`src/rtl/swi_pkg.sv`:
```
// Shared defaults and per-channel state type for the switch-bank debouncer.
package swi_pkg;

    localparam int unsigned SWI_NBITS           = 8;
    localparam int unsigned SWI_DEBOUNCE_CYCLES = 4;

    typedef enum logic {
        IDLE    = 1'b0,
        PENDING = 1'b1
    } deb_state_t;

endpackage

```
`src/rtl/swi_debounce_bit.sv`:
```
// One switch channel: two-flop synchronizer, persistence counter, debounced
// level with registered rise/fall pulses and a rise-driven toggle latch.
module swi_debounce_bit
    import swi_pkg::*;
#(
    parameter int unsigned DEBOUNCE_CYCLES = SWI_DEBOUNCE_CYCLES
) (
    input  logic clk_2,
    input  logic reset,
    input  logic swi_raw,
    output logic swi_stable,
    output logic swi_rise,
    output logic swi_fall,
    output logic swi_toggle
);

    localparam int unsigned CNT_W = $clog2(DEBOUNCE_CYCLES + 1);
    localparam logic [CNT_W-1:0] CNT_LAST = CNT_W'(DEBOUNCE_CYCLES - 1);

    logic             r_sync1;
    logic             r_sync2;
    deb_state_t       r_state;
    logic [CNT_W-1:0] r_cnt;
    logic             r_stable;
    logic             r_rise;
    logic             r_fall;
    logic             r_toggle;

    deb_state_t       w_state_nxt;
    logic [CNT_W-1:0] w_cnt_nxt;
    logic             w_stable_nxt;
    logic             w_rise_nxt;
    logic             w_fall_nxt;
    logic             w_toggle_nxt;

    always_ff @(posedge clk_2 or posedge reset) begin
        if (reset) begin
            r_sync1  <= 1'b0;
            r_sync2  <= 1'b0;
            r_state  <= IDLE;
            r_cnt    <= '0;
            r_stable <= 1'b0;
            r_rise   <= 1'b0;
            r_fall   <= 1'b0;
            r_toggle <= 1'b0;
        end else begin
            r_sync1  <= swi_raw;
            r_sync2  <= r_sync1;
            r_state  <= w_state_nxt;
            r_cnt    <= w_cnt_nxt;
            r_stable <= w_stable_nxt;
            r_rise   <= w_rise_nxt;
            r_fall   <= w_fall_nxt;
            r_toggle <= w_toggle_nxt;
        end
    end

    // Any edge where the synchronized input matches the accepted level
    // cancels a pending change outright; the count restarts from zero.
    always_comb begin
        w_state_nxt  = r_state;
        w_cnt_nxt    = r_cnt;
        w_stable_nxt = r_stable;
        w_rise_nxt   = 1'b0;
        w_fall_nxt   = 1'b0;
        w_toggle_nxt = r_toggle;
        if (r_sync2 == r_stable) begin
            w_state_nxt = IDLE;
            w_cnt_nxt   = '0;
        end else if (r_cnt == CNT_LAST) begin
            w_state_nxt  = IDLE;
            w_cnt_nxt    = '0;
            w_stable_nxt = r_sync2;
            w_rise_nxt   = r_sync2;
            w_fall_nxt   = ~r_sync2;
            w_toggle_nxt = r_toggle ^ r_sync2;
        end else begin
            w_state_nxt = PENDING;
            w_cnt_nxt   = r_cnt + 1'b1;
        end
    end

    assign swi_stable = r_stable;
    assign swi_rise   = r_rise;
    assign swi_fall   = r_fall;
    assign swi_toggle = r_toggle;

endmodule

```
`src/rtl/swi_debouncer.sv`:
```
// Switch-bank front end: NBITS independent debounce channels plus a
// combinational any-change flag built from the registered pulses.
module swi_debouncer
    import swi_pkg::*;
#(
    parameter int unsigned NBITS           = SWI_NBITS,
    parameter int unsigned DEBOUNCE_CYCLES = SWI_DEBOUNCE_CYCLES
) (
    input  logic             clk_2,
    input  logic             reset,
    input  logic [NBITS-1:0] swi_raw,
    output logic [NBITS-1:0] swi_stable,
    output logic [NBITS-1:0] swi_rise,
    output logic [NBITS-1:0] swi_fall,
    output logic [NBITS-1:0] swi_toggle,
    output logic             any_change
);

    logic [NBITS-1:0] w_rise;
    logic [NBITS-1:0] w_fall;

    for (genvar gi = 0; gi < NBITS; gi++) begin : g_ch
        swi_debounce_bit #(
            .DEBOUNCE_CYCLES (DEBOUNCE_CYCLES)
        ) u_bit (
            .clk_2      (clk_2),
            .reset      (reset),
            .swi_raw    (swi_raw[gi]),
            .swi_stable (swi_stable[gi]),
            .swi_rise   (w_rise[gi]),
            .swi_fall   (w_fall[gi]),
            .swi_toggle (swi_toggle[gi])
        );
    end

    assign swi_rise   = w_rise;
    assign swi_fall   = w_fall;
    assign any_change = |(w_rise | w_fall);

endmodule
```
`config.mk`:
```
export PLATFORM = sky130hd
export DESIGN_NAME = swi_debouncer
export DESIGN_NICKNAME = d
export VERILOG_FILES = /design/src/rtl/swi_pkg.sv /design/src/rtl/swi_debounce_bit.sv /design/src/rtl/swi_debouncer.sv
export SDC_FILE = /design/constraint.sdc
export NUM_CORES = 1
export LEC_CHECK = 0
export BUFFER_PORTS_ARGS = -buffer_cell sky130_fd_sc_hd__buf_2
export CAP_MARGIN = 20
export CORE_ASPECT_RATIO = 1.4
export CORE_MARGIN = 3
export CORE_UTILIZATION = 37
export DETAILED_ROUTE_END_ITERATION = 8
export PLACE_DENSITY = 0.56
export SYNTH_ARGS = -nofsm -noshare
export SYNTH_HDL_FRONTEND = slang
export SYNTH_SLANG_ARGS = --single-unit
```
`constraint.sdc`:
```
create_clock -name clk_2 -period 2.5 [get_ports clk_2]
set_clock_uncertainty 0.05 [all_clocks]
set_input_delay 0.25 -clock clk_2 [delete_from_list [all_inputs] [get_ports clk_2]]
set_output_delay 0.25 -clock clk_2 [all_outputs]
set_load 0.05 [all_outputs]
```
## Word-level counts from Yosys, hierarchy flattened

Cells that the tools add are included.

- Add/subtract/negate cells: 8
- $mul: 0
- Divide/modulo/power cells: 0
- Order comparisons: 0
- Equality and inequality tests: 16
- Shifts and indexed selects: 0
- Muxes and demuxes: 48
- Bitwise gates (word level): 25
- Reduce and logical (&&, ||, !) cells: 9

Operators with widths:

| operator | number |
|---|---|
| 3-bit 2-to-1 mux | 16 |
| 1-bit 2-to-1 mux | 32 |
| 3-bit by 1-bit adder with 3-bit output, second input constant | 8 |
| 3-bit by 2-bit == test with 1-bit output, second input constant | 8 |
| 1-bit inverter | 16 |
| 2-bit AND reduction | 8 |
| 1-bit == test | 8 |
| 8-bit bitwise OR | 1 |
| 8-bit OR reduction | 1 |
| 1-bit bitwise XOR | 8 |

- Register bits after elaboration: 72
- Latch bits: 0
- Bits in writable memories: 0
- ROM bits: 0
- Bits of input ports: 10
- Logic and storage cells: 162
- Memories: 0

## Depth between registers and ports, before layout

Gate-level depths: netlist of run 1.

- Word-level depth: 3
- Mapped depth: 3

## Modules after synthesis

A second synthesis of run 1 with hierarchy kept.

- Cell total of the unflattened synthesis: 165
- Area, all modules: 2593.7 um^2

By module, submodules not included:

| module | instances | cells each | area an instance (um^2) | sequential area each (um^2) |
|---|---|---|---|---|
| swi_debounce_bit | 8 | 20 | 320.3 | 225.2 |
| swi_debouncer | 1 | 5 | 31.3 | 0.0 |

## Worst setup path before layout of run 1

OpenSTA, ideal clock, no wires.

- Path type: reg2out
- Start: register g_ch[5].u_bit.r_rise
- End: output any_change
- Arrival time: 1129 ps
- Data required time: 2200 ps
- Slack: 1071 ps
- Cell stages (with the launch flop): 3
- Path buffers: 0
- Cells stage by stage: dfrtp_1 -> nor4_1 -> nand4_1

- Longest elaborated chain between the ends: 2

Ends and longest elaborated chain:

| what | RTL line | text |
|---|---|---|
| start, declared | swi_debounce_bit.sv:25 | `logic r_rise;` |
| start signal, assigned | swi_debounce_bit.sv:52 | `r_rise <= w_rise_nxt;` |
| 8-bit bitwise OR | swi_debouncer.sv:38 | `assign any_change = \|(w_rise \| w_fall);` |
| 8-bit OR reduction | swi_debouncer.sv:38 |  |
| end, declared | swi_debouncer.sv:16 | `output logic any_change` |

Every way passes these cells.

## Worst setup path after layout of run 1

- Start: register g_ch[0].u_bit.r_fall
- End: output any_change

- Longest elaborated chain between the ends: 2

Ends and longest elaborated chain:

| what | RTL line | text |
|---|---|---|
| start, declared | swi_debounce_bit.sv:26 | `logic r_fall;` |
| start signal, assigned | swi_debounce_bit.sv:53 | `r_fall <= w_fall_nxt;` |
| 8-bit bitwise OR | swi_debouncer.sv:38 |  |
| 8-bit OR reduction | swi_debouncer.sv:38 |  |

Every way passes these cells.

==> results of run 1 <==
-- repair_timing --
action | CTS | global route
endpoints found under the setup margin | 0 | 0
resized for setup | 0 | 0
hold buffers | 9 | 0
endpoints found under the hold margin | 35 | 0
buffers inserted | 0 | 0
-- through the flow --
stage               worst slack [ns]  power [mW]
floorplan                      0.375        2.82
global placement                1.10        2.89
detailed placement              1.07        2.91
CTS                            0.697        3.94
global route                   0.591        4.10
finish                         0.732        3.87
-- worst max-delay path, cell delays in order (launching register included) --
cell,delay (ns)
dfrtp_1,0.38
nor4_1,0.38
nand4_1,0.15
buf_2,0.23
-- cell type report --
cell class | instances | area share
sequential | 72 | 0.559
multi-input combinational | 85 | 0.236
timing repair buffer | 53 | 0.0979
clock buffer | 11 | 0.0439
tap | 95 | 0.0369
clock inverter | 5 | 0.0249
inverter | 1 | 0.00117
-- power by group through the flow --
stage                     clock, mW  sequential, mW  combinational [mW]
after floorplan                   0            1.59                1.22
after global placement            0            1.63                1.26
after detailed placement          0            1.64                1.27
after CTS                      1.03            1.62                1.28
after global routing           1.08            1.65                1.37
final                         0.992            1.61                1.26
-- cell usage in the layout (no fill, tap or decap), drive strengths merged, types with 4 or more instances in the layout --
master and instances:
nor4 4, buf 44, dlygate4sd3 9, clkbuf 11
mux2 8, xor2 8, and4bb 8, nor2b 10
ha 8, and3b 8, xnor2 8, nor3b 14
nor3 8, dfrtp 72
-- kinds of logic (layout without fill, tap and decap cells) --
kind of cell,Yosys count,after routing
buffers and inverters,33,70
AND/OR/NAND/NOR,53,53
XOR/XNOR,16,16
multiplexers,8,8
flip-flops,72,72
adder cells (fa/ha/maj),8,8
-- sequential cells by signal (all words and copies together), names as in the netlist --
register / count
g_ch.u_bit.r_cnt: 24
g_ch.u_bit.r_sync1: 8
g_ch.u_bit.r_sync2: 8
g_ch.u_bit.swi_fall: 8
g_ch.u_bit.swi_rise: 8
g_ch.u_bit.swi_stable: 8
g_ch.u_bit.swi_toggle: 8
-- per-layer routing --
layer	vias up	track usage	share of wire
met1	704	0.128	0.42
met3	11	0.0463	0.065
met5	-	0	0
met4	0	0.0713	0.035
li1	681	-	-
met2	34	0.172	0.48
-- worst paths after layout --
kind                                        start  slack (ns)  cells past startpoint                        to
max                        g_ch[0].u_bit.swi_fall        0.73                      3                any_change
min                         g_ch[5].u_bit.r_sync1        0.30                      0     g_ch[5].u_bit.r_sync2
max reg2reg                g_ch[3].u_bit.r_cnt[0]        1.22                      3  g_ch[3].u_bit.swi_stable
min reg2reg                 g_ch[5].u_bit.r_sync1        0.30                      0     g_ch[5].u_bit.r_sync2
max in group asynchronous                   reset        1.15                      4    g_ch[0].u_bit.swi_fall
min in group asynchronous                   reset        0.48                      3    g_ch[1].u_bit.r_cnt[2]
==> out/metrics.yaml, run 1 <==
grt:
  grt_first_pass_wirelength_mm: 7.18
  grt_pass1_vias: 1518
  antenna_found_initial: 0
  overflow: 0
  grt_usage: 0.112
  grt_max_degree: 30
synth:
  netlist_top_cells_area: "dfrtp_1 (64%), buf_4 (8.6%), nor3b_1 (3.7%)"
  syn_nets: 208
  synthAdderAreaFrac: 0.0357
  synth-compound-area-share: 0
  yosys.area_share.xor_xnor: 0.0500
  yosys.area.top_type: "dfrtp_1"
  synthCells: 190
  synth_warnings: 0
  yosys-top-cells-count: "dfrtp_1 (72), buf_4 (32), nor3b_1 (14)"
  synth_top_area_frac: 0.642
  synth.distinct_cells: 16
  syn-cell-area_um2: 2810
  ys_seq_area_frac: 0.642
  yosysMostFrequentCell: "dfrtp_1"
  async_flop_share: 1.00
  synth_edf_count: 0
  ys_ff_latch: 72
  synth_top_family_by_area: "simple AND/OR/NAND/NOR gates"
  postSynthAreaPerCell_um2: 14.8
  synth.area.mux_share: 0.0321
  synthFlopType: "dfrtp_1"
  synth-simple-area-share: 0.153
placement:
  portBuffers: 42
  dp_hpwl_mm: 3.15
  post-place-cells: 297
  gp_congestion: 0.733
  placedInstanceArea_um2: 2910
worst_setup_path:
  crit_required_ns: 2.20
  crit_arrival_ns: 1.47
  crit_fanout: 2
  critical_path_class: "reg2out"
  start_kind: "register"
  critPathCaptureType: "output port"
die:
  dieArea_um2: 8680
  core_um2: 7160
  fp.dieW_um: 79.6
  ioPinCount: 43
  die_y_um: 109
  rows: 36
  start_util: 0.392
sta:
  period_share: 0.707
  setup_tns_ns: 0
  slew_viol_final: 0
  layout_min_cycle_time_ns: 1.77
  rsz0062_at_grt: "no"
  tightestPinTransition_ns: 0.610
  fmax_mhz: 566
  whs_ns: 0.299
  relSlewSlack: 0.593
  finalSetupViolCount: 0
  hold_viol: 0
routing:
  dr.first_iter.drc_count: 50
  vias: 1430
  post_drt_wl_per_cell_um: 13.4
  firstDrtPassIters: 4
  drc: 0
  via_per_inst: 4.44
  ant_nets: 0
  wl_mm: 4.30
min_path:
  hold_class: "reg2reg"
clock_tree:
  clk_pin_slew_ns: 0.07
  cts-htree-levels: 3
  numCtsBuffers: 9
  clockRootBuffer: "clkbuf_8"
  tritoncts: "yes"
  cts_buffer_depth: 2
  insertion_delay_ns: 0.33
  clock-sinks: 72
finish:
  num_antenna_cells: 0
  final_nets: 240
  regArea_um2: 1800
  instances_no_fill: 322
  multiInputGateArea_um2: 759
  n_fill_cell: 655
  drive_above_1_share: 0.357
  area.growth.synth_to_final_pct: 14.8
  stdcell_area_um2: 3220
  finalCoreUtilization: 0.450
power:
  internal_power_mw: 2.42
  leakagePower_nw: 1.62
  seqPwrFrac: 0.417
  clkPwrFrac: 0.256
  combinationalPowerShare: 0.326
  p_per_area_nw_per_um2: 1200
  swShare: 0.375
  peakVddDrop_v: 0.000455
  p_switching_mw: 1.45
run_status:
  status: "finished, final reports clean"
flow_run:
  cap_violations: 0
Power figures use the tool's default switching activity.
==> run 2: changes to the inputs <==
Settings changed: PLACE_DENSITY 0.56 to 0.58.
Clock period 2.5 ns to 1.5 ns, I/O delays scaled along.
==> out/metrics.yaml, run 2 (synthesis results as in run 1) <==
run_status:
  status: "complete, but fails checks"
  violations: "setup timing"
sta:
  rsz0062_at_grt: "yes"
  relSlewSlack: 0.757  # +0.165
  tightestPinTransition_ns: 0.364  # -0.246 ns
  layout_min_cycle_time_ns: 1.60
  fmax_mhz: 627
  slew_viol_final: 0  # unchanged
  hold_viol: 0  # unchanged
  setup_tns_ns: -0.0953  # -0.0953 ns
  period_share: 1.06
  fin_ws_ns: -0.0953  # -0.827 ns
  finalSetupViolCount: 1  # +1
finish:
  area.growth.synth_to_final_pct: 17.2
  largest_register_ff_count: 24  # unchanged
  drive_above_1_share: 0.370  # +0.0132
  instances_no_fill: 322  # unchanged
  top_register: "g_ch.u_bit.r_cnt"
  final_common_cell: "dfrtp_1"
  num_antenna_cells: 0  # unchanged
  stdcell_area_um2: 3290  # +2.1%
  final_cell_mix: "dfrtp_1 (72), buf_2 (41), nor3b_1 (14)"
  finalCoreUtilization: 0.459  # +0.00926
  final_nets: 240  # unchanged
clock_tree:
  clk_pin_slew_ns: 0.07  # about the same
  tritoncts: "yes"
  insertion_delay_ns: 0.34  # about the same
  numCtsBuffers: 9  # unchanged
  cts-htree-levels: 3  # unchanged
  clockRootBuffer: "clkbuf_8"
  clock-sinks: 72  # unchanged
  cts_buffer_depth: 2  # unchanged
worst_setup_path:
  r2r_end: "g_ch[3].u_bit.swi_stable"
  start_kind: "register"
  max_stage_delay_ns: 0.37  # about the same
  rrSetupSlack_ns: 0.23  # -0.99 ns
  crit_fanout: 2  # unchanged
  reg2reg_depth: 3  # unchanged
  worstSetupPathDepth: 3  # unchanged
  rr_startpoint: "g_ch[3].u_bit.r_cnt[0]"
  critPathTopFamily: "simple AND/OR/NAND/NOR gates"
  crit_arrival_ns: 1.40  # -0.07 ns
  crit_required_ns: 1.30  # -0.90 ns
  critPathCaptureType: "output port"
  critical_path_class: "reg2out"
  critPathBufInv: 1  # unchanged
  cp_slowest_cell: "dfrtp_1"
  crit_chain: "nor4_1 -> nand4_1 -> buf_6"
placement:
  portBuffers: 42  # unchanged
  dp_hpwl_mm: 2.90  # -7.9%
  post-place-cells: 296  # -0.34%
  gp_congestion: 0.710  # -3.1%
  placedInstanceArea_um2: 2920  # +0.30%
power:
  leakagePower_nw: 1.65  # +1.4%
  p_per_area_nw_per_um2: 2040  # +69%
  peakVddDrop_v: 0.000684  # +50%
die:
  start_util: 0.392  # unchanged
  rows: 36  # unchanged
  fp.dieW_um: 79.6  # unchanged
  dieArea_um2: 8680  # unchanged
  ioPinCount: 43  # unchanged
  die_y_um: 109  # unchanged
  core_um2: 7160  # unchanged
routing:
  drc: 0  # unchanged
  wl_mm: 4.16  # -3.3%
  post_drt_wl_per_cell_um: 12.9  # -3.3%
  ant_nets: 0  # unchanged
  vias: 1445  # +1.0%
  firstDrtPassIters: 2  # -2
  via_per_inst: 4.49  # +1.0%
  dr.first_iter.drc_count: 48  # -4.0%
grt:
  antenna_found_initial: 0  # unchanged
  grt_pass1_vias: 1468  # -3.3%
  grt_usage: 0.109  # -0.00346
  grt_first_pass_wirelength_mm: 6.99  # -2.7%
  grt_max_degree: 73  # +140%
  overflow: 0  # unchanged
min_path:
  min_path_cells: 0  # unchanged
  hold_class: "reg2reg"
  hold_end: "g_ch[3].u_bit.r_sync2"
  holdCritStartpoint: "g_ch[3].u_bit.r_sync1"
flow_run:
  cap_violations: 0  # unchanged
[run 2: where the power goes]
group	switching [mW]	leakage [nW]	internal [mW]	total [mW]
logic	1.42	0.602	0.708	2.13
registers	0.316	0.921	2.38	2.69
clock network	0.707	0.123	1.16	1.86
[run 2: layer usage]
| metal | global-route usage | vias to the layer above | wire length, um |
|---|---|---|---|
| met1 | 0.137 | 712 | 1840 |
| li1 | - | 687 | - |
| met4 | 0.0811 | 0 | 114 |
| met3 | 0.0264 | 10 | 240 |
| met5 | 0 | - | 0 |
| met2 | 0.161 | 36 | 1960 |
[run 2: layout make-up]
class / count / area, um2
clock inverters: 6 / 115
inverters: 1 / 7.51
fillers: 645 / 3870
well taps: 95 / 119
multi-input cells: 85 / 772
repair buffers: 53 / 334
flip-flops and latches: 72 / 1800
clock buffers: 10 / 138
[run 2: repair_timing]
item                                    CTS  global route
resized for setup                         4             0
gates cloned                              0             0
endpoints found under the setup margin    1             1
setup buffers                             0             1
pin swaps                                 1             2
endpoints found under the hold margin    80             0
hold buffers                              9             0
[run 2: worst max-delay path by stage]
stage / endpoint / slack, ns / startpoint
6_report: any_change / -0.1 / g_ch[4].u_bit.swi_fall
3_3_place_gp: any_change / 0.20 / g_ch[5].u_bit.swi_rise
5_1_grt: any_change / -0.16 / g_ch[5].u_bit.swi_rise
2_1_floorplan: any_change / 0.17 / g_ch[5].u_bit.swi_rise
3_5_place_dp: g_ch[3].u_bit.swi_stable / 0.23 / g_ch[3].u_bit.r_cnt[0]
4_1_cts: any_change / -0.11 / g_ch[7].u_bit.swi_fall
[run 2: through the flow]
step	setup WS (ns)	total power [mW]	hold WS (ns)
after CTS	-0.107	6.80	0.304
final	-0.0953	6.69	0.302
after detailed placement	0.226	4.84	0.210
after global placement	0.201	4.81	0.209
after global routing	-0.159	7.08	0.317
after floorplan	0.171	4.70	0.131
